$ cat config.mk
export PLATFORM = sky130hd
export DESIGN_NAME = max_pool_2x2
export DESIGN_NICKNAME = d
export VERILOG_FILES = /design/src/rtl/max_pool_2x2.sv
export SDC_FILE = /design/constraint.sdc
export NUM_CORES = 1
export LEC_CHECK = 0
export BUFFER_PORTS_ARGS = -buffer_cell sky130_fd_sc_hd__buf_2
export CORE_UTILIZATION = 60
export DETAILED_ROUTE_END_ITERATION = 6
export GPL_TIMING_DRIVEN = 0
export PLACE_DENSITY = 0.86
export REMOVE_ABC_BUFFERS = 1
export SLEW_MARGIN = 5
export SYNTH_ARGS = -nofsm -noshare
export SYNTH_HDL_FRONTEND = slang
export SYNTH_SLANG_ARGS = --single-unit
$ cat constraint.sdc
create_clock -name clk -period 4.78 [get_ports clk]
set_clock_uncertainty 0.05 [all_clocks]
set_input_delay 0.956 -clock clk [delete_from_list [all_inputs] [get_ports clk]]
set_output_delay 0.956 -clock clk [all_outputs]
set_load 0.05 [all_outputs]
$ cat src/rtl/max_pool_2x2.sv
`default_nettype none
// ============================================================================
// max_pool_2x2 : streaming 2x2 / stride-2 max pooling over a raster feature map
// Revision 1.0
// ============================================================================
module max_pool_2x2 #(
  parameter int data_width = 20,
  parameter int img_width  = 8,
  parameter int img_height = 8
) (
  input  logic                  clk,
  input  logic                  rst,
  input  logic                  in_valid,
  input  logic [data_width-1:0] in_data,
  output logic                  out_valid,
  output logic [data_width-1:0] out_data,
  output logic                  frame_done
);

  localparam int c_col_w   = (img_width  > 2) ? $clog2(img_width)  : 1;
  localparam int c_row_w   = (img_height > 2) ? $clog2(img_height) : 1;
  localparam int c_half_w  = img_width / 2;
  localparam int c_idx_w   = (c_half_w > 1) ? $clog2(c_half_w) : 1;

  localparam logic [c_col_w-1:0] c_col_last = c_col_w'(img_width - 1);
  localparam logic [c_row_w-1:0] c_row_last = c_row_w'(img_height - 1);

  generate
    if ((img_width % 2 != 0) || (img_width < 2) ||
        (img_height % 2 != 0) || (img_height < 2)) begin : g_bad_geometry
      $error("max_pool_2x2: img_width and img_height must be even and >= 2");
    end
  endgenerate

  logic [c_col_w-1:0]    col;
  logic [c_row_w-1:0]    row;
  logic [data_width-1:0] hold_px;
  logic [data_width-1:0] line_buf [0:c_half_w-1];

  logic [c_idx_w-1:0]    buf_idx;
  logic [data_width-1:0] pair_max;
  logic [data_width-1:0] buf_px;
  logic [data_width-1:0] win_max;
  logic                  col_is_last;
  logic                  row_is_last;

  always_comb begin
    buf_idx     = c_idx_w'(col >> 1);
    pair_max    = (in_data > hold_px) ? in_data : hold_px;
    buf_px      = line_buf[buf_idx];
    win_max     = (buf_px > pair_max) ? buf_px : pair_max;
    col_is_last = (col == c_col_last);
    row_is_last = (row == c_row_last);
  end

  // Every entry is rewritten on each even row before the odd row reads it,
  // so the buffer never needs clearing.
  always_ff @(posedge clk) begin
    if (!rst && in_valid && col[0] && !row[0]) begin
      line_buf[buf_idx] <= pair_max;
    end
  end

  always_ff @(posedge clk or posedge rst) begin
    if (rst) begin
      col        <= '0;
      row        <= '0;
      hold_px    <= '0;
      out_valid  <= 1'b0;
      out_data   <= '0;
      frame_done <= 1'b0;
    end else begin
      out_valid  <= 1'b0;
      frame_done <= 1'b0;
      if (in_valid) begin
        if (!col[0]) begin
          hold_px <= in_data;
        end else if (row[0]) begin
          out_valid  <= 1'b1;
          out_data   <= win_max;
          frame_done <= row_is_last && col_is_last;
        end

        if (col_is_last) begin
          col <= '0;
          row <= row_is_last ? '0 : row + 1'b1;
        end else begin
          col <= col + 1'b1;
        end
      end
    end
  end

endmodule
`default_nettype wire

==> results.toml <==
[status]
status = "completed"

[routing]
wl_per_cell_um = 21.9
wirelength_um = 14500
routed_via_density = 6.30
drtAntennaViolNets = 0
wl_met2_um = 7310
num_vias = 4169
wl_met1_um = 5620
topRoutingLayerUsed = "met4"
drt_iter0_markers = 397
wl_met3_um = 1110
first_pass_iters = 5
drc = 0

[synth]
synth_edf_count = 80
ys.flop_type = "edfxtp_1"
syn_area_um2 = 6270
synthCells = 461
ys_warn_count = 0
synth_async_sr_flop_share_pct = 37.5
ys_seq_area_share_pct = 57.5
synth_area_per_cell_um2 = 13.6
ys_seq_elements = 128
synth_cell_types = 42

[setup_path]
rr_worst_depth = 17
critical_path_arrival_ps = 5020
path_cells = "buf_2, ha_1, nand4_1, or3_4, a2111oi_2, or4_4, o21ai_4, buf_6, mux2i_4, ha_1, a21oi_1, o21ai_0, a21oi_1, mux2i_1, o21a_4, nand2b_4, o221ai_1"
r2r_slack_ps = 210
setup.worst_path.start = "in_data[18]"
cp-endpoint = "out_data[0]"
critPathMaxStageDelay_ps = 440
worst_setup_path_start_kind = "input port"
cp.depth = 17
cp.required_ps = 5100
path_class = "in2reg"
critPathMaxFanout = 11
reg2reg_to = "out_data[0]"
cpLargestDelayFamily = "compound AO/OA/AOI/OAI gates"
crit_path_end_kind = "flop"
worst_path_max_delay_cell = "or3_4"
r2r-start = "hold_px[18]"
crit_buf_inv = 2

[final_layout]
final_area_um2 = 7320
area_delta_synth_final_pct = 16.9
drive_gt1_share_pct = 30.4
antenna_cells = 0
final_cell_mix = "edfxtp_1, nand2_1, dfrtp_1, ha_1, buf_2"
utilization_pct = 73.6
final_common_cell = "edfxtp_1"
nNetsFinal = 584

[cts]
root_buffer = "clkbuf_8"
htreeDepth = 4
clock_sinks = 128
tritoncts = "yes"
clk_latency_ps = 510
cts_hold_buf = 0
numCtsBuffers = 17
clock_path_buffers = 2
clk_pin_slew_ps = 60

[sta]
whs_ps = 436
finalMaxSlewViolations = 0
setup_slack_ps = 81.1
max_freq_mhz = 213
period_share_pct = 98.3
setup_viol = 0
worst-slew-pin-transition_ps = 1290
hold_viol_final = 0
slew_headroom_pct = 13.7
post-route-min-period_ps = 4700

[floorplanning]
num_rows = 36
die_width_um = 104
ioPinCount = 45
start_util_pct = 62.9
coreArea_um2 = 9950
dieArea_um2 = 10900
fp.dieH_um = 104

[grt]
grt_pass1_vias = 4404
grt_remaining_overflow = 0
grt_max_degree = 29
grt_pass1_wl_um = 22600
grt_use_total_pct = 28.0
antenna_found_initial = 0

[placement]
dp_hpwl_um = 8610
io_buffers = 44
gp_congestion = 0.826
preCtsSetupSlack_ps = -2050
placed_area_um2 = 6630

[power]
irDropWorstVdd_mv = 0.346
p_leak_nw = 3.08
powerDensity_nw_per_um2 = 697

[flow_run]
maxCapViolCount = 0

[min_path]
hp-class = "reg2reg"
[cell usage after synthesis, types with 2 or more instances]
cell type | n | area share [%]
nor3_1 | 2 | 0.16
clkbuf_1 | 15 | 0.90
buf_1 | 2 | 0.12
nor2_1 | 7 | 0.42
o21ai_0 | 25 | 2.0
ha_1 | 44 | 8.8
o211ai_2 | 18 | 3.6
mux4_2 | 19 | 6.8
edfxtp_1 | 80 | 38
o21a_1 | 2 | 0.24
nand3_1 | 21 | 1.7
a21o_1 | 4 | 0.48
nand2b_1 | 2 | 0.20
mux2i_2 | 18 | 4.0
nand2_1 | 55 | 3.3
mux2i_1 | 3 | 0.48
dfrtp_1 | 48 | 19
a211oi_1 | 3 | 0.36
a21oi_1 | 14 | 1.1
mux2_2 | 6 | 1.1
inv_1 | 44 | 2.6
and3_1 | 2 | 0.20
nand4_1 | 6 | 0.60
nor2b_1 | 3 | 0.30
[worst min path at each step]
stage	from	to	slack [ps]	depth (start not counted)
after floorplan	row[1]	row[1]	430	1
after global placement	out_data[5]	out_data[5]	420	2
after detailed placement	out_data[4]	out_data[4]	420	2
after CTS	out_data[5]	out_data[5]	440	2
after global routing	out_data[5]	out_data[5]	460	2
final	out_data[15]	out_data[15]	440	2
[report_power, final]
part	switching (mW)	internal, mW
clock network	0.439	0.699
registers	0.243	1.48
logic	1.37	0.866
total	2.06	3.05
[per-stage QoR]
stage	cells	setup TNS [ps]	power (mW)
floorplan	441	-12410	3.13
detailed placement	623	-39360	3.67
finish	662	0	5.10
global route	662	-39.7	5.34
global placement	618	-37840	3.56
CTS	661	0	4.97
[cell families after synthesis]
logic type | synth area share, %
adder cells (fa/ha/maj) | 8.79
multiplexers | 12.7
buffers and inverters | 4.29
AO/OA/AOI/OAI | 9.03
flip-flops | 57.5
AND/OR/NAND/NOR | 7.69
[state kept, by name (all words and copies together) (netlist names)]
signal      flops
col             3
frame_done      1
hold_px        20
line_buf       80
out_data       20
out_valid       1
row             3
[repair_timing]
item / in CTS / in global routing
setup endpoints to repair: 20 / 20
pin swaps: 2 / 0
resized for setup: 6 / 9
gates cloned: 2 / 1
setup buffers: 5 / 0
[cell type report]
class / instances / area, µm²
well taps: 133 / 166
repair buffers: 54 / 352
clock inverters: 6 / 33.8
inverters: 44 / 165
fillers: 573 / 2630
flip-flops and latches: 128 / 3600
multi-input cells: 272 / 2510
clock buffers: 25 / 494
[metal layers]
layer  vias to the layer above  global-route usage [%]
met5                         -                       0
met4                         0                    15.3
met3                        47                    6.89
met2                       245                    45.6
met1                      2051                    34.4
li1                       1826                       -
[worst min-delay path: cells and delay by family, from the launching register on]
kind               cells  cell delay [ps]
DFF                    1              340
and+or+nand+nor        1               60
AOI/OAI and AO/OA      1               50
Power figures use the tool's default switching activity.
